## config.mk

```make
export PLATFORM = sky130hd
export DESIGN_NAME = knn_ctrl
export DESIGN_NICKNAME = d
export VERILOG_FILES = /design/src/rtl/knn_pkg.sv /design/src/rtl/knn_min_sel.sv /design/src/rtl/knn_ctrl.sv
export SDC_FILE = /design/constraint.sdc
export NUM_CORES = 1
export LEC_CHECK = 0
export BUFFER_PORTS_ARGS = -buffer_cell sky130_fd_sc_hd__buf_2
export CORE_MARGIN = 8
export CORE_UTILIZATION = 36
export CTS_BUF_LIST = sky130_fd_sc_hd__clkbuf_2
export DETAILED_ROUTE_END_ITERATION = 8
export HOLD_SLACK_MARGIN = 0.02
export PLACE_DENSITY = 0.73
export SYNTH_ARGS = -nofsm -noshare
export SYNTH_HDL_FRONTEND = slang
export SYNTH_SLANG_ARGS = --single-unit
```

## constraint.sdc

```tcl
create_clock -name clk -period 3.3 [get_ports clk]
set_input_delay 0.66 -clock clk [delete_from_list [all_inputs] [get_ports clk]]
set_output_delay 0.66 -clock clk [all_outputs]
set_load 0.01 [all_outputs]
```

## src/rtl/knn_pkg.sv

```systemverilog
// Shared sizing, FSM state encoding and vector type for the kNN controller.
package knn_pkg;

  localparam int NUM_COL  = 8;
  localparam int VECT_LEN = 4;
  localparam int WORD_LEN = 6;
  localparam int SUM_LEN  = 10;
  localparam int LBL_LEN  = 10;
  localparam int PIPE_LAT = 4;

  localparam int IDX_W = $clog2(NUM_COL);
  localparam int CNT_W = $clog2(NUM_COL + 1);

  typedef enum logic [2:0] {
    IDLE,
    LOAD,
    WAIT,
    SCAN,
    DONE
  } state_t;

  typedef logic [VECT_LEN-1:0][WORD_LEN-1:0] vec_t;

  function automatic logic [NUM_COL-1:0] onehot(input logic [IDX_W-1:0] idx);
    onehot      = '0;
    onehot[idx] = 1'b1;
  endfunction

endpackage

```

## src/rtl/knn_min_sel.sv

```systemverilog
// Running-minimum register: the first sample loads unconditionally, later ones only
// replace it when strictly smaller, so the earliest column wins a tie.
module knn_min_sel
  import knn_pkg::*;
(
  input  logic               clk,
  input  logic               rst,
  input  logic               i_first,
  input  logic               i_valid,
  input  logic [SUM_LEN-1:0] i_dist,
  input  logic [LBL_LEN-1:0] i_lbl,
  output logic [SUM_LEN-1:0] o_min_dist,
  output logic [LBL_LEN-1:0] o_min_lbl
);

  logic [SUM_LEN-1:0] r_min_dist;
  logic [LBL_LEN-1:0] r_min_lbl;

  always_ff @(posedge clk) begin
    if (rst) begin
      r_min_dist <= '0;
      r_min_lbl  <= '0;
    end else if (i_valid && (i_first || (i_dist < r_min_dist))) begin
      r_min_dist <= i_dist;
      r_min_lbl  <= i_lbl;
    end
  end

  assign o_min_dist = r_min_dist;
  assign o_min_lbl  = r_min_lbl;

endmodule

```

## src/rtl/knn_ctrl.sv

```systemverilog
// Sequencer for the kNN sum-column array: loads training columns, runs a 1-NN query scan.
// Optional KNN_CTRL_REPLACE_EN: when full, keep accepting and overwrite columns oldest-first.
module knn_ctrl
  import knn_pkg::*;
#(
  parameter int LAT = PIPE_LAT
) (
  input  logic                            clk,
  input  logic                            rst,
  input  logic                            trn_valid,
  output logic                            trn_ready,
  input  vec_t                            trn_vec,
  input  logic [LBL_LEN-1:0]              trn_lbl,
  input  logic                            qry_valid,
  output logic                            qry_ready,
  input  vec_t                            qry_vec,
  output logic [NUM_COL-1:0]              col_we,
  output vec_t                            col_vec,
  output logic [LBL_LEN-1:0]              col_lbl,
  input  logic [NUM_COL-1:0][SUM_LEN-1:0] col_sum,
  input  logic [NUM_COL-1:0][LBL_LEN-1:0] col_lblo,
  output logic                            res_valid,
  input  logic                            res_ready,
  output logic [LBL_LEN-1:0]              res_lbl,
  output logic [SUM_LEN-1:0]              res_dist,
  output logic [CNT_W-1:0]                n_trained
);

  localparam int LAT_W = (LAT < 2) ? 1 : $clog2(LAT);

  state_t             r_state;
  logic [CNT_W-1:0]   r_n_trained;
  logic [IDX_W-1:0]   r_wptr;
  logic [IDX_W-1:0]   r_idx;
  logic [LAT_W-1:0]   r_wcnt;
  logic [NUM_COL-1:0] r_col_we;
  vec_t               r_col_vec;
  logic [LBL_LEN-1:0] r_col_lbl;
  logic               r_res_valid;
  logic [LBL_LEN-1:0] r_res_lbl;
  logic [SUM_LEN-1:0] r_res_dist;

  logic               w_room;
  logic               w_last;
  logic               w_scan;
  logic [SUM_LEN-1:0] w_min_dist;
  logic [LBL_LEN-1:0] w_min_lbl;

`ifdef KNN_CTRL_REPLACE_EN
  assign w_room = 1'b1;
`else
  assign w_room = (r_n_trained < CNT_W'(NUM_COL));
`endif

  // Ready is gated by rst so both handshakes stay closed while reset is held.
  assign trn_ready = !rst && (r_state == IDLE) && w_room;
  assign qry_ready = !rst && (r_state == IDLE) && (r_n_trained != '0) && !trn_valid;

  assign w_scan = (r_state == SCAN);
  assign w_last = (r_idx == IDX_W'(r_n_trained - CNT_W'(1)));

  knn_min_sel u_min_sel (
    .clk       (clk),
    .rst       (rst),
    .i_first   (r_idx == '0),
    .i_valid   (w_scan),
    .i_dist    (col_sum[r_idx]),
    .i_lbl     (col_lblo[r_idx]),
    .o_min_dist(w_min_dist),
    .o_min_lbl (w_min_lbl)
  );

  always_ff @(posedge clk) begin
    if (rst) begin
      r_state     <= IDLE;
      r_n_trained <= '0;
      r_wptr      <= '0;
      r_idx       <= '0;
      r_wcnt      <= '0;
      r_col_we    <= '0;
      r_col_vec   <= '0;
      r_col_lbl   <= '0;
      r_res_valid <= 1'b0;
      r_res_lbl   <= '0;
      r_res_dist  <= '0;
    end else begin
      case (r_state)
        IDLE: begin
          if (trn_valid && trn_ready) begin
            r_col_vec <= trn_vec;
            r_col_lbl <= trn_lbl;
            r_col_we  <= onehot(r_wptr);
            r_state   <= LOAD;
          end else if (qry_valid && qry_ready) begin
            r_col_vec <= qry_vec;
            r_wcnt    <= '0;
            r_idx     <= '0;
            r_state   <= (LAT == 0) ? SCAN : WAIT;
          end
        end
        LOAD: begin
          r_col_we <= '0;
          // Write pointer walks the columns in order, so after wrapping it targets the oldest.
          r_wptr   <= (r_wptr == IDX_W'(NUM_COL - 1)) ? '0 : r_wptr + IDX_W'(1);
          if (r_n_trained < CNT_W'(NUM_COL)) begin
            r_n_trained <= r_n_trained + CNT_W'(1);
          end
          r_state <= IDLE;
        end
        WAIT: begin
          if (r_wcnt == LAT_W'(LAT - 1)) begin
            r_state <= SCAN;
          end else begin
            r_wcnt <= r_wcnt + LAT_W'(1);
          end
        end
        SCAN: begin
          if (w_last) begin
            r_state <= DONE;
          end else begin
            r_idx <= r_idx + IDX_W'(1);
          end
        end
        DONE: begin
          if (!r_res_valid) begin
            r_res_valid <= 1'b1;
            r_res_lbl   <= w_min_lbl;
            r_res_dist  <= w_min_dist;
          end else if (res_ready) begin
            r_res_valid <= 1'b0;
            r_state     <= IDLE;
          end
        end
        default: r_state <= IDLE;
      endcase
    end
  end

  assign col_we    = r_col_we;
  assign col_vec   = r_col_vec;
  assign col_lbl   = r_col_lbl;
  assign res_valid = r_res_valid;
  assign res_lbl   = r_res_lbl;
  assign res_dist  = r_res_dist;
  assign n_trained = r_n_trained;

endmodule
```

### Word level (Yosys, flattened, before mapping)

Cells that the tools add are included.

| storage, ports and cells | value |
|---|---|
| logic and storage cells | 98 |
| register bits | 98 |
| bits of input ports | 223 |
| output and inout bits | 69 |

| operators by class | value |
|---|---|
| reduce and logical (&&, ||, !) cells | 26 |
| order comparisons | 5 |
| multiplexer cells | 28 |
| equality and inequality tests | 17 |
| $add $sub $neg | 5 |
| bitwise operators | 1 |

Operator list:

| cell | number |
|---|---|
| $bmux W10 S3 | 2 |
| $mux W24 | 2 |
| $mux W3 | 10 |
| $mux W10 | 2 |
| $pmux W8 S2 | 1 |
| $ne A2 B2 Y1 const B | 7 |
| $pmux W3 S4 | 1 |
| $lt A10 B10 Y1 | 1 |
| $reduce_and A2 Y1 | 5 |
| $logic_and A1 B1 Y1 | 8 |
| $lt A3 B4 Y1 const B | 2 |
| $mux W8 | 1 |
| $reduce_and A4 Y1 | 2 |
| $reduce_bool A2 Y1 | 4 |
| $add A3 B1 Y3 const B | 2 |
| $eq A3 B2 Y1 const B | 2 |
| $eq A3 B3 Y1 const B | 2 |
| $logic_not A3 Y1 | 2 |
| $mux W2 | 3 |
| $pmux W3 S2 | 1 |
| $reduce_and A5 Y1 | 1 |
| $add A4 B1 Y4 const B | 1 |
| $lt A4 B4 Y1 const B | 1 |
| $ne A2 B1 Y1 const B | 2 |
| other kinds (14) | 17 |

### Depth between registers and ports, before layout

Gate-level depths: netlist of run 1.

| depth | value |
|---|---|
| word-level depth | 8 |
| depth in mapped cells | 13 |
| gate-level depth less buffers | 9 |

### Modules after synthesis

Synthesis of run 1 repeated with hierarchy kept, for this count alone.

| second synthesis, totals | value |
|---|---|
| cells, all modules | 608 |
| area total of the unflattened synthesis | 5652.9 um2 |

By module, submodules not included:

| module | cells each | area an instance (um2) | instances |
|---|---|---|---|
| knn_ctrl | 489 | 4530.6 | 1 |
| knn_min_sel | 119 | 1122.3 | 1 |

### Worst setup path after synthesis of run 1

Ideal clock, no wire load.

| timing path | value |
|---|---|
| path kind | register -> register |
| from | register r_idx[1] |
| to | register u_min_sel.r_min_lbl[1] (netlist: u_min_sel.o_min_lbl[1]) |
| slack | 0.231 ns |
| setup time | 0.122 ns |
| cell stages (with the launch flop) | 14 |
| arrival | 2.947 ns |
| period minus slack after synthesis | 3.069 ns |
| data required time | 3.178 ns |
| cells stage by stage | dfxtp_1 > buf_2 > clkbuf_1 > mux4_2 > nand2_1 > nand2_1 > ha_1 > nand4_1 > nor4_1 > o311a_1 > buf_6 > buf_6 > o21bai_2 > o311a_1 |

| between the ends | value |
|---|---|
| word-level cells in the longest chain between the ends | 5 |

Ends and longest elaborated chain:

| element | line | source |
|---|---|---|
| start: declaration | knn_ctrl.sv:34 | `logic [IDX_W-1:0] r_idx;` |
| start signal: assignment | knn_ctrl.sv:121 | `r_idx <= r_idx + IDX_W'(1);` |
| $bmux W10 S3 | knn_ctrl.sv:67 | `.i_dist (col_sum[r_idx]),` |
| $mux W10 (not written as such) | knn_ctrl.sv:67 |  |
| named net u_min_sel.i_dist[9] | knn_min_sel.sv:10 | `input logic [SUM_LEN-1:0] i_dist,` |
| $lt A10 B10 Y1 | knn_min_sel.sv:23 | `end else if (i_valid && (i_first \|\| (i_dist < r_min_dist))) begin` |
| $logic_or A1 B1 Y1 | knn_min_sel.sv:23 |  |
| $logic_and A1 B1 Y1 | knn_min_sel.sv:23 |  |
| end signal: assignment | knn_min_sel.sv:25 | `r_min_lbl <= i_lbl;` |
| end: declaration | knn_min_sel.sv:17 | `logic [LBL_LEN-1:0] r_min_lbl;` |

The timed path passes the listed nets, and every way through them passes these cells. The select of a mux whose other input is x is not followed.
A chain may end at the register's enable or synchronous reset.

### Worst setup path in the final report of run 1

| timing path | value |
|---|---|
| from | register r_idx[1] |
| to | register u_min_sel.r_min_lbl[5] (netlist: u_min_sel.o_min_lbl[5]) |

Same word-level chain as after synthesis.

==> results.md, run 1 <==
- The total vias in the final route is 5730.
- The count of pins over their slew limit was 0.
- At the pin with the least slew margin, the transition time is 0.731 ns.
- Among all flip-flop cells after synthesis, the most frequent one is sky130_fd_sc_hd__dfxtp_1.
- The HPWL after detailed placement is 15700 µm.
- In this run the tightest slew margin relative to its limit is 51.3%.
- The die boundary width is 140 µm.
- The quantity of hold-fixing buffers added after cts is 0.
- The detailed-route wire length is approximately 20000 µm.
- The number of antenna-violating nets in the routed design is 0.
- The class of the tightest hold or removal check is input port to register.
- In this run, placement finished with an instance count of 1070.
- The max-cap check violation count is 0.
- Input and output buffers added on the ports amount to 291.
- The global placement routability congestion is roughly 0.9.
- Row generation in the floorplan step produced 45 rows.
- After clock tree synthesis, the setup repair step added 0 buffers.
- The clock passes through at most 2 buffers.
- Summed over all cells, the static leakage comes to 3.28 nW.
- The total area inside the core boundary comes to 15100 µm².
- The number of antenna violations at the first check in global routing was 2.
- The number of nets in the synthesized netlist is between 800 and 900.
- The startpoint class of the critical path is a register.
- The via count of the first global-routing pass was between 5000 and 6000.
- The overall die area is 19600 µm².
- Once placement finished, the instance area stood at between 7000 and 8000 µm².
- The violation count after the first detailed-route iteration is about 400.
- The count of endpoints failing hold in the final timing report was 0.
- Summing all non-filler instances in the final layout gives an area of 7320 µm².
- In this run, CTS created clock tree buffers numbering 9.
- The arrival time at the worst endpoint is 3.64 ns.
- The endpoint required time on the critical path is roughly 3.8 ns.
- For this run, the post-layout net count is 1133.
- The area growth from synthesis to layout is 32.3%.
- The total track usage is 19.7%.
- In the final routed layout, each cell accounts on average for about 18 µm.
- The post-route setup TNS is 0 ns.
- The first global-routing pass estimated 30300 µm of wire.
- The category of the worst setup path capture point is a register.
- The area of the mapped netlist is 5530 µm².
- The root buffer cell is sky130_fd_sc_hd__clkbuf_2.
- The number of top-level design ports is 292.
- In this run the worst setup path terminates at u_min_sel.o_min_lbl[5]$_SDFFE_PP0P_.
- The synthesized design contains 0 enable-type register cells.
- The number of distinct library cells after synthesis is 50.
- Timing would allow up to 0.322 GHz.
- The clock net in this run drives a total of 98 sinks.
- The worst register-to-register path has a setup slack of between 0.15 and 0.2 ns.
- The total of endpoints with negative setup slack in the final report is 0.
- At the later pin of the worst-skew pair, clock insertion delay measures 0.63 ns.
- Setup repair after global routing left no endpoint under its margin.
- The critical path starts at r_idx[1]$_SDFFE_PP0P_.
- Global routing finished with a remaining overflow of 0.
- The run finished with clean final reports.
- The die is 140 µm tall.
- The via-per-instance ratio is 5.27.
- The worst path needs between 3 and 4 ns of the cycle, external delays included.
- The library cell with the highest instance count after synthesis is sky130_fd_sc_hd__nand2_1.
- The clock transition at the registers of the reported paths is 0.30 ns.
- The instance count of the mapped netlist is approximately 630.
- The worst hold path was traced through 3 stages.
- The number of cells traversed by the worst register-to-register path is 10.
- The portion of synthesized cell area occupied by the leading cell type is 35.5%.
- Along the worst path, the maximum fanout reaches 28.
- The critical path class is register to register.
- The mean cell area of the mapped netlist is 8.82 µm².
- For this run, the share of the core covered by cells in the final layout is 48.5%.
- The first TritonRoute pass finished after 5 iterations.
- The power per unit of standard cell area is approximately 320 nW/µm².
- Across all setup checks in the final design, the least slack found is 0.190 ns.
- The final cell count without fillers is 1088.
- By count the netlist is led by sky130_fd_sc_hd__nand2_1, sky130_fd_sc_hd__dfxtp_1, sky130_fd_sc_hd__a21oi_1.
- The final clock skew is between 0.05 and 0.06 ns.
- The worst path uses 94.2% of the clock period.
- The number of resized instances in the post-cts repair step is 0.
- The fraction of final layout cells with drive strength greater than 1 is 42.2%.
- Entering global routing, the biggest net connects a little under 60 pins.
- After detailed routing, the number of remaining DRC violations is 0.
- IR analysis of the VDD net gives a maximum drop of between 200 and 250 µV.
- The initial utilization of the core area, before any placement, comes to 36.6%.
- Sorting the synthesized cells by area gives the leading types as sky130_fd_sc_hd__dfxtp_1, sky130_fd_sc_hd__mux4_2, sky130_fd_sc_hd__nand2_1.
- Counting flops with an async set or reset pin after synthesis yields a share of 0%.
- The maximum level of the CTS H-tree is 3.
- The sequential area share after synthesis is 35.5%.
- Before CTS, the worst setup slack after placement is roughly 0.18 ns.
- The TritonCTS clock tree is done.
- The register bit total from synthesis is 98.
- The end of the worst register-to-register path is u_min_sel.o_min_lbl[5]$_SDFFE_PP0P_.
- During synthesis, Yosys emitted a total of 0 warnings.
- The cell taking the most area after synthesis is sky130_fd_sc_hd__dfxtp_1.
- The startpoint of the worst register-to-register path is r_idx[1]$_SDFFE_PP0P_.
[placed cells by master (no fill, tap or decap), drive strengths merged, types with 2 or more instances in the layout]
master  instances
nor3            5
ha             17
nor2           41
o21ai          13
nand2         189
nand3           4
mux2            4
mux4           39
nand4           2
o21bai         11
a311oi         24
inv            18
xnor2           5
or4b            2
clkbuf         11
o311a          20
buf           308
diode           2
and2            2
a22oi           2
dfxtp          98
nand2b          2
a21oi          51
bufinv          2
nand3b          3
nand4b          3
[layer usage]
layer	global-route usage, %	share of wire (%)	vias up
li1	-	-	2766
met1	23.9	41	2707
met2	32.6	50	225
met3	6.42	7.8	32
met4	5.77	1.8	0
met5	0	0	-
[worst max-delay path, cell delays in order, from the launching register on]
cell	delay [ns]
sky130_fd_sc_hd__dfxtp_2	0.79
sky130_fd_sc_hd__mux4_2	0.41
sky130_fd_sc_hd__nand2_1	0.08
sky130_fd_sc_hd__nand2_1	0.10
sky130_fd_sc_hd__ha_1	0.33
sky130_fd_sc_hd__nand4_1	0.12
sky130_fd_sc_hd__nor4_1	0.47
sky130_fd_sc_hd__o311a_1	0.33
sky130_fd_sc_hd__buf_12	0.21
sky130_fd_sc_hd__o21bai_2	0.07
sky130_fd_sc_hd__o311a_1	0.12
[area by class of cell]
class,instances,area [µm²]
fill,1517,7770
sequential,98,1960
timing repair buffer,308,1650
clock buffer,11,55.1
clock inverter,5,86.3
tap,188,235
antenna,2,5.00
inverter,16,60.1
multi-input combinational,460,3260
[logic make-up (layout without fill, tap and decap cells)]
group / after synthesis / count (layout) / share of synthesized area [%]
compound gates: 130 / 130 / 17.3
xor+xnor: 7 / 7 / 1.38
fa+ha+maj: 17 / 17 / 3.85
buf+inv: 69 / 340 / 5.54
flops: 98 / 98 / 35.5
mux: 44 / 44 / 16.9
other cells: 0 / 2 / 0
simple gates: 262 / 262 / 19.5
[state kept, by name, indices dropped and copies added (netlist names)]
name and cells:
col_vec 24, col_lbl 10, res_dist 10, res_lbl 10
u_min_sel.o_min_dist 10, u_min_sel.o_min_lbl 10, col_we 8, n_trained 4
r_idx 3, r_state 3, r_wptr 3, r_wcnt 2
res_valid 1
[metrics by stage]
step | hold slack [ns] | power, mW
CTS | 0.162 | 2.33
global route | 0.162 | 2.41
global placement | 0.438 | 1.62
finish | 0.229 | 2.31
detailed placement | 0.443 | 1.63
floorplan | 0.426 | 1.43
[worst min-delay path by stage]
stage,from,to,slack (ns)
after global placement,col_we[3]$_SDFFE_PP0P_,col_we[3]$_SDFFE_PP0P_,0.44
after floorplan,u_min_sel.o_min_lbl[0]$_SDFFE_PP0P_,res_lbl[0]$_SDFFE_PP0P_,0.43
after global routing,qry_vec[4],col_vec[4]$_SDFFE_PP0P_,0.16
after detailed placement,col_lbl[8]$_SDFFE_PP0P_,col_lbl[8]$_SDFFE_PP0P_,0.44
final,qry_vec[14],col_vec[14]$_SDFFE_PP0P_,0.23
after CTS,qry_vec[14],col_vec[14]$_SDFFE_PP0P_,0.16
[report_power, final]
part	switching, mW	internal (mW)	total, mW
logic	0.177	0.195	0.372
registers	0.0195	1.22	1.24
clock network	0.429	0.264	0.693
total	0.625	1.68	2.31
(Power assumes the default switching activity.)
==> run 2: changes to the inputs <==
- CORE_ASPECT_RATIO: not set -> 0.75
- SYNTH_HIERARCHICAL: not set -> 1
- clock period: 3.3 -> 3.7 ns (I/O delays scaled with it)
==> run 2 against run 1 <==
Fmax is 0.81% lower; flip-flop and latch count stayed put; global-route usage is 1.7 points lower; synthesized area is 2.2% higher; combinational power is 2% higher; register-to-register slack better by 0.37 ns; critical endpoint is now u_min_sel/o_min_lbl[4]$_SDFFE_PP0P_; critical path type unchanged; non-clock buffer count is 6 lower; clock power is 29% lower.
==> results.md, run 2 <==
- Walking the worst path, the cells encountered are buf_12 > mux4_2 > mux2_2 > ha_1 > nand4_1 > o311a_1 > o211a_1 > buf_4 > mux2i_1.
- The DRC violations left is 0 (unchanged).
- The number of cells traversed by the worst register-to-register path came to 9 (-1).
- The number of top-level design ports was 292 (unchanged).
- The minimum period implied by the final worst setup slack is 3.14 ns (+0.0254 ns).
- The worst slack after detailed placement came to 0.525 ns (+0.342 ns).
- The startpoint class of the critical path is a register.
- The relative slew slack was 28.7% (-23 points).
- The library cell with the highest instance count after synthesis is sky130_fd_sc_hd__nand2_1.
- The number of cells traversed by the worst hold path was 3 (unchanged).
- The maximum ir drop on the vdd rail came to 161 µV (-19%).
- The number of antenna violations at the first check in global routing is 1 (-1).
- The violation count after the first detailed-route iteration is 418 (+2.5%).
- The layout filler cell count came to 1477 (-2.6%).
- The clock latency at the later pin of the worst-skew pair was 0.57 ns (-0.06 ns).
- The count of pins over their slew limit is 0 (unchanged).
- The detailed-route wire length came to 18600 µm (-5.4%).
- Sorting the synthesized cells by area gives the leading types as sky130_fd_sc_hd__dfxtp_1, sky130_fd_sc_hd__mux4_2, sky130_fd_sc_hd__nand2_1.
- The number of flip-flops in the largest register is 24 (unchanged).
- The first-pass GRT wire length is 29200 µm (-3.5%).
- The arrival time at the worst endpoint came to 3.65 ns (about the same).
- The number of clock sinks is 98 (unchanged).
- Leaving out fill and tap cells, the most frequent cell in the layout is sky130_fd_sc_hd__buf_2.
- The smallest setup slack after layout is 0.565 ns (+0.375 ns).
- The via count of the first global-routing pass was 5363 (-2.5%).
- The number of buffers inserted by port buffering is 291 (unchanged).
- The top fanout value on the critical path is 20 (-29%).
- The power per unit of standard cell area is 271 nW/µm² (-14%).
- The static leakage power is 3.12 nW (-4.9%).
- The total placed instance area was 7210 µm² (+0.56%).
- The average wire length per cell after detail routing is 17.2 µm (-4.8%).
- The highest attainable clock frequency is 0.319 GHz (-0.81%).
- The HPWL after detailed placement is 14900 µm (-5.0%).
- The final hold slack came to 0.346 ns (+0.117 ns).
- The register bit total from synthesis was 98 (unchanged).
- After synthesis, the most frequently instantiated cells are sky130_fd_sc_hd__nand2_1, sky130_fd_sc_hd__dfxtp_1, sky130_fd_sc_hd__a21oi_1.
- The largest net degree at the start of global routing was 114 (+93%).
- The maximum clock path buffer count is 2 (unchanged).
- The number of synthesized flops with an enable pin was 0 (unchanged).
- The maximum level of the CTS H-tree came to 3 (unchanged).
- The endpoint required time on the critical path came to 4.21 ns (+0.38 ns).
- sky130_fd_sc_hd__dfxtp_1 takes more of the synthesized area than any other cell.
- The total vias in the final route is 5271 (-8.0%).
- The vertical extent of the die was 125 µm (-11%).
- The critical path depth in cells is 9 (-1).
- The root buffer cell is sky130_fd_sc_hd__clkbuf_2.
- The number of nets at the end of the flow was 1110 (-2.0%).
- The instance count of the mapped netlist was 608 (-3.0%).
- The quantity of hold-fixing buffers added after cts was 0 (unchanged).
- The fraction of synthesis flops using an asynchronous set or reset pin is 0% (unchanged).
- The number of resized instances in the post-cts repair step is 0 (unchanged).
- The tightest min-delay check is of the input port to register type.
- The number of antenna-violating nets in the routed design is 0 (unchanged).
- TritonCTS built the clock tree.
- The worst path buffer plus inverter count was 2 (+1).
- The slew of the pin with the lowest slew margin came to 1.07 ns (+0.338 ns).
- The number of cell rows is 39 (-13%).
- Setup repair after global routing left no endpoint under its margin.
- By startpoint and endpoint, the worst setup path is classified as register to register.
- The die boundary width is 161 µm (+15%).
- The number of buffers created by CTS is 9 (unchanged).
- The area growth from synthesis to layout is 29.4%.
- The run finished with clean final reports.
- The number of distinct library cells after synthesis is 45 (-10%).
- The sequential area share after synthesis is 34.7% (-0.78 points).
- The total track usage was 17.9% (-1.7 points).
- The final clock skew is 0.0248 ns (-0.0273 ns).
- The initial core utilization is 37.0% (+0.37 points).
- The overall die area is 20000 µm² (+2.2%).
- The worst setup path is captured at a register.
- The maximum cell stage delay along the critical path was 0.55 ns (-0.24 ns).
- The total overflow reported by the global router was 0 (unchanged).
- The max-cap check violation count came to 0 (unchanged).
- The count of TritonRoute iterations in the first routing pass is 4 (-1).
- The via-per-instance ratio is 4.88 (-7.4%).
- The fraction of final layout cells with drive strength greater than 1 is 44.8% (+2.6 points).
- The area inside the core boundary is 15300 µm² (+1.2%).
- The count of endpoints failing hold in the final timing report came to 0 (unchanged).
- In the synthesized netlist the dominant register cell turns out to be sky130_fd_sc_hd__dfxtp_1.
- The global placement routability congestion came to 0.906 (+0.51%).
- The area of the mapped netlist is 5650 µm² (+2.2%).
- The post-route setup TNS was 0 ns (unchanged).
- On the critical path the largest part of the delay comes from multiplexers.
- The clock transition at the registers of the reported paths was 0.30 ns (about the same).
- The period utilization is 84.7% (-9.5 points).
- The total of endpoints with negative setup slack in the final report is 0 (unchanged).
- Leaving out fill and tap cells, the most frequent cells in the layout are sky130_fd_sc_hd__buf_2, sky130_fd_sc_hd__nand2_1, sky130_fd_sc_hd__dfxtp_1, sky130_fd_sc_hd__a21oi_1, sky130_fd_sc_hd__nand2b_1.
- The post-CTS setup buffer count is 0 (unchanged).
- The portion of synthesized cell area occupied by the leading cell type is 34.7% (-0.78 points).
- The largest individual stage delay along the critical path comes from the cell sky130_fd_sc_hd__dfxtp_2.
- The cell area after layout is 7320 µm² (unchanged).
- The total chip power is 1.98 mW (-14%).
- The number of synthesis warnings came to 6 (+6).
- The mean cell area of the mapped netlist is 9.30 µm² (+5.4%).
- The number of nets in the synthesized netlist is 848 (-2.2%).
run 2: final cells by class:
type / count / area [µm²] / area share, %
Antenna cell: 1 / 2.50 / 0.0342
Clock buffer: 9 / 45.0 / 0.616
Clock inverter: 7 / 58.8 / 0.804
Inverter: 14 / 52.6 / 0.718
Multi-Input combinational cell: 445 / 3380 / 46.3
Sequential cell: 98 / 1960 / 26.9
Tap cell: 205 / 256 / 3.51
Timing Repair Buffer: 302 / 1550 / 21.2
run 2: kinds of logic after synthesis:
group,synth area share (%)
xor gates and xnor gates,0.930
muxes,24.2
adders and majority gates,3.76
DFF,34.7
and+or+nand+nor,21.0
AOI/OAI and AO/OA,9.96
buffers and inverters,5.51
run 2: power by group:
| group | switching (mW) | internal (mW) |
|---|---|---|
| clock | 0.391 | 0.100 |
| combinational | 0.177 | 0.201 |
| sequential | 0.0197 | 1.09 |
| total | 0.588 | 1.39 |
run 2: per-stage QoR:
stage               util (%)  cells
floorplan                  -    608
detailed placement      47.2   1064
global route            47.9   1081
finish                  47.9   1081
CTS                     47.9   1080
global placement        47.2   1064
run 2: worst register-to-register path: stages (launching register included):
cell,delay (ns)
sky130_fd_sc_hd__dfxtp_2,0.55
sky130_fd_sc_hd__buf_12,0.23
sky130_fd_sc_hd__mux4_2,0.54
sky130_fd_sc_hd__mux2_2,0.29
sky130_fd_sc_hd__ha_1,0.32
sky130_fd_sc_hd__nand4_1,0.13
sky130_fd_sc_hd__o311a_1,0.38
sky130_fd_sc_hd__o211a_1,0.21
sky130_fd_sc_hd__buf_4,0.24
sky130_fd_sc_hd__mux2i_1,0.21
run 2: path summary, 6_finish.rpt:
path	from	to	slack (ns)
hold / removal	trn_lbl[8]	col_lbl[8]$_SDFFE_PP0P_	0.35
setup reg to reg	r_idx[0]$_SDFFE_PP0P_	u_min_sel/o_min_lbl[4]$_SDFFE_PP0P_	0.56
setup / recovery	r_idx[0]$_SDFFE_PP0P_	u_min_sel/o_min_lbl[4]$_SDFFE_PP0P_	0.56
hold reg to reg	col_we[5]$_SDFFE_PP0P_	col_we[5]$_SDFFE_PP0P_	0.47
run 2: layer usage:
metal / vias to the layer above / global-route usage (%) / part of all wire [%]
met5: - / 0 / 0
li1: 2664 / - / -
met3: 13 / 4.36 / 5.4
met4: 0 / 3.31 / 0.97
met1: 2431 / 24.5 / 46
met2: 163 / 28.4 / 47
==> run 3: changes to the inputs <==
- ABC_AREA: not set -> 1
- PLACE_DENSITY: 0.73 -> 0.75
- clock period: 3.7 -> 2.84 ns (I/O delays scaled with it)
==> run 3 against run 2 <==
Die area is 4.5% higher; cell count is 33% higher; combinational power grew to 10 times the previous value; worst hold slack worse by 0.14 ns; global-route usage is 0.75 points higher; non-clock buffer count is 5 higher; fmax is 25% higher; critical endpoint unchanged; highest routed layer is now met5.
==> results.md, run 3 <==
- The post-CTS setup buffer count is 0 (unchanged).
- The via-per-instance ratio was 4.92 (+0.83%).
- The number of nets in the synthesized netlist is 1207 (+42%).
- The worst setup path is captured at a register.
- The register bit total from synthesis was 98 (unchanged).
- The static leakage power is 3.92 nW (+26%).
- The number of antenna-violating nets in the routed design is 0 (unchanged).
- The switching component of the power is 3.08 mW (+420%).
- The number of resized instances in the post-cts repair step came to 0 (unchanged).
- The library cell with the highest instance count after synthesis is sky130_fd_sc_hd__nand2_1.
- The smallest setup slack after layout is 0.329 ns (-0.236 ns).
- The die boundary width is 164 µm (+2.3%).
- The sequential area share after synthesis is 33.0% (-1.7 points).
- The startpoint class of the critical path is a register.
- The count of TritonRoute iterations in the first routing pass is 5 (+1).
- The slew of the pin with the lowest slew margin is 1.20 ns (+0.135 ns).
- By area the synthesized netlist is led by sky130_fd_sc_hd__dfxtp_1, sky130_fd_sc_hd__nand2_1, sky130_fd_sc_hd__nor2_1.
- The layout filler cell count came to 1710 (+16%).
- The number of cells traversed by the worst hold path is 3 (unchanged).
- The number of buffers created by CTS was 9 (unchanged).
- The total track usage came to 18.7% (+0.75 points).
- The number of flip-flops in the largest register is 24 (unchanged).
- The fraction of power consumed by sequential logic is 26.8% (-29 points).
- The arrival time at the worst endpoint is 2.98 ns (-0.67 ns).
- The max-cap check violation count is 0 (unchanged).
- The initial core utilization was 37.0% (about the same).
- The number of cells traversed by the worst register-to-register path is 17 (+8).
- The maximum level of the CTS H-tree is 3 (unchanged).
- The clock transition at the registers of the reported paths came to 0.27 ns (-0.03 ns).
- The number of top-level design ports was 292 (unchanged).
- The post-route setup TNS is 0 ns (unchanged).
- The total chip power is 6.18 mW (+210%).
- The total of endpoints with negative setup slack in the final report was 0 (unchanged).
- The first-pass GRT wire length is 32500 µm (+11%).
- The number of clock sinks came to 98 (unchanged).
- The portion of synthesized cell area occupied by the leading cell type came to 33.0% (-1.7 points).
- The endpoint required time on the critical path is 3.31 ns (-0.90 ns).
- The signal on the critical path passes through buf_4 > o21ai_0 > o22ai_1 > nand2_1 > nand2_1 > ha_1 > nand2_1 > inv_1 > nand2_1 > nand2_1 > nand2_1 > nand3_1 > nand2_2 > buf_12 > nand3_1 > nand2_1 > nor2_1.
- The count of endpoints failing hold in the final timing report is 0 (unchanged).
- The number of buffers inserted by port buffering is 291 (unchanged).
- The average wire length per cell after detail routing was 14.1 µm (-18%).
- The instance count of the mapped netlist is 967 (+59%).
- The detailed-route wire length is 20300 µm (+9.1%).
- The library cell used most frequently in the layout, excluding fill and tap cells, is sky130_fd_sc_hd__buf_2.
- The area inside the core boundary was 16100 µm² (+5.2%).
- The HPWL after detailed placement is 15800 µm (+6.1%).
- The fraction of the core area covered by cells at the end of the flow is 47.5% (-0.43 points).
- The highest attainable clock frequency is 0.398 GHz (+25%).
- The number of synthesized flops with an enable pin is 0 (unchanged).
- The total vias in the final route is 7055 (+34%).
- In the synthesized netlist, the cells that appear most often are sky130_fd_sc_hd__nand2_1, sky130_fd_sc_hd__nor2_1, sky130_fd_sc_hd__o21ai_0.
- The area added between synthesis and finish is 28.4%.
- The quantity of hold-fixing buffers added after cts was 0 (unchanged).
- The largest net degree at the start of global routing is 65 (-43%).
- The clock latency at the later pin of the worst-skew pair is 0.56 ns (about the same).
- The most repeated library cell on the critical path is sky130_fd_sc_hd__nand2_1.
- The number of nets at the end of the flow is 1460 (+32%).
- The maximum ir drop on the vdd rail is 638 µV (+300%).
- The via count of the first global-routing pass is 6698 (+25%).
- The number of antenna cells inserted is 0 (-1).
- The overall die area is 20900 µm² (+4.5%).
- Setup repair after global routing left no endpoint under its margin.
- The number of distinct library cells after synthesis is 31 (-31%).
- The count of pins over their slew limit is 0 (unchanged).
- The fraction of power spent switching nets was 49.8% (+20 points).
- The worst slack after detailed placement is 0.406 ns (-0.119 ns).
- The run finished with clean final reports.
- The startpoint of the lowest-slack hold path is trn_lbl[9].
- In this run the clock root is driven by a sky130_fd_sc_hd__clkbuf_2.
- Among all flip-flop cells after synthesis, the most frequent one is sky130_fd_sc_hd__dfxtp_1.
- The fraction of final layout cells with drive strength greater than 1 is 28.1% (-17 points).
- The number of antenna violations at the first check in global routing came to 1 (unchanged).
- The fraction of synthesis flops using an asynchronous set or reset pin came to 0% (unchanged).
- The DRC violations left was 0 (unchanged).
- The number of synthesis warnings came to 6 (unchanged).
- The area of the mapped netlist was 5940 µm² (+5.1%).
- Among all stages on the critical path, the largest delay is contributed by sky130_fd_sc_hd__dfxtp_1.
- The critical path is of the register to register type.
- The relative slew slack is 19.7% (-9.0 points).
- The mean cell area of the mapped netlist is 6.14 µm² (-34%).
- The combinational share of power is 62.1% (+43 points).
- The largest total area in the synthesized netlist belongs to sky130_fd_sc_hd__dfxtp_1.
- The vertical extent of the die is 127 µm (+2.2%).
- The top fanout value on the critical path is 42 (+110%).
- The clock group share of total power is 11.1% (-14 points).
- TritonCTS built the clock tree.
- The period utilization was 88.4% (+3.7 points).
- The endpoint identified for the worst register-to-register timing path is u_min_sel/o_min_lbl[4]$_SDFFE_PP0P_.
- The end point of the worst hold path is col_lbl[9]$_SDFFE_PP0P_.
- The maximum clock path buffer count is 2 (unchanged).
- The maximum cell stage delay along the critical path is 0.39 ns (-0.16 ns).
- The register-to-register setup slack is 0.33 ns (-0.24 ns).
- The startpoint identified for the worst register-to-register timing path is r_idx[1]$_SDFFE_PP0P_.
- The total overflow reported by the global router is 0 (unchanged).
- The final clock skew is 0.0350 ns (+0.0102 ns).
- The total internal power is 3.10 mW (+120%).
- The minimum period implied by the final worst setup slack came to 2.51 ns (-0.624 ns).
- The path class of the tightest hold or removal check is input port to register.
- The power per unit of standard cell area is 810 nW/µm² (+200%).
- The violation count after the first detailed-route iteration is 556 (+33%).
- The global placement routability congestion is 0.880 (-2.9%).
- The number of cell rows is 40 (+2.6%).
- The library cells used most frequently in the layout, excluding fill and tap cells, are sky130_fd_sc_hd__buf_2, sky130_fd_sc_hd__nand2_1, sky130_fd_sc_hd__nor2_1, sky130_fd_sc_hd__o21ai_0, sky130_fd_sc_hd__dfxtp_1.
[run 3: kinds of logic after synthesis]
family	share of synthesized area [%]
buffers and inverters	10.7
xor gates and xnor gates	0.147
adders and majority gates	3.58
AOI/OAI and AO/OA	21.6
DFF	33.0
and+or+nand+nor	31.0
[run 3: power by group through the flow]
stage,sequential (mW),combinational [mW],clock (mW)
floorplan,1.72,2.83,0
global placement,1.68,3.78,0
detailed placement,1.68,3.82,0
CTS,1.66,3.84,0.731
global route,1.68,4.40,0.786
finish,1.66,3.84,0.685
[run 3: stage by stage]
stage | instances | hold slack [ns] | instance area [µm²]
after detailed placement | 1419 | 0.439 | 7510
after CTS | 1435 | 0.134 | 7630
after global placement | 1419 | 0.434 | 7510
final | 1435 | 0.204 | 7630
after floorplan | 967 | 0.447 | 5940
after global routing | 1435 | 0.104 | 7630
[run 3: layout make-up]
cell class	instances	area, µm²	share of cell area [%]
Clock inverter	6	66.3	0.870
Inverter	88	330	4.33
Timing Repair Buffer	307	1600	21.0
Multi-Input combinational cell	716	3350	44.0
Tap cell	210	263	3.45
Clock buffer	10	50.0	0.656
Sequential cell	98	1960	25.7
[run 3: worst max-delay path: cells and delay by family (launching register included)]
kind / cells / cell delay (ns)
and+or+nand+nor: 11 / 0.82
buffers and inverters: 3 / 0.58
DFF: 1 / 0.39
AOI/OAI and AO/OA: 2 / 0.35
adders and majority gates: 1 / 0.24
[run 3: per-layer routing]
layer | vias up | track usage, % | part of all wire, %
met1 | 3137 | 24.0 | 44
met5 | - | 0 | 0.064
met2 | 245 | 30.7 | 47
met4 | 2 | 4.80 | 1.7
met3 | 30 | 4.62 | 7.1
li1 | 3641 | - | -
[run 3: how the worst max path moves through the flow]
stage                               start  slack, ns                                    to
floorplan           r_idx[0]$_SDFFE_PP0P_       0.46  u_min_sel/o_min_dist[0]$_SDFFE_PP0P_
global placement    r_idx[1]$_SDFFE_PP0P_       0.44   u_min_sel/o_min_lbl[7]$_SDFFE_PP0P_
detailed placement  r_idx[1]$_SDFFE_PP0P_       0.41   u_min_sel/o_min_lbl[3]$_SDFFE_PP0P_
CTS                 r_idx[1]$_SDFFE_PP0P_       0.34  u_min_sel/o_min_dist[1]$_SDFFE_PP0P_
global route        r_idx[0]$_SDFFE_PP0P_       0.01  u_min_sel/o_min_dist[4]$_SDFFE_PP0P_
finish              r_idx[1]$_SDFFE_PP0P_       0.33   u_min_sel/o_min_lbl[4]$_SDFFE_PP0P_
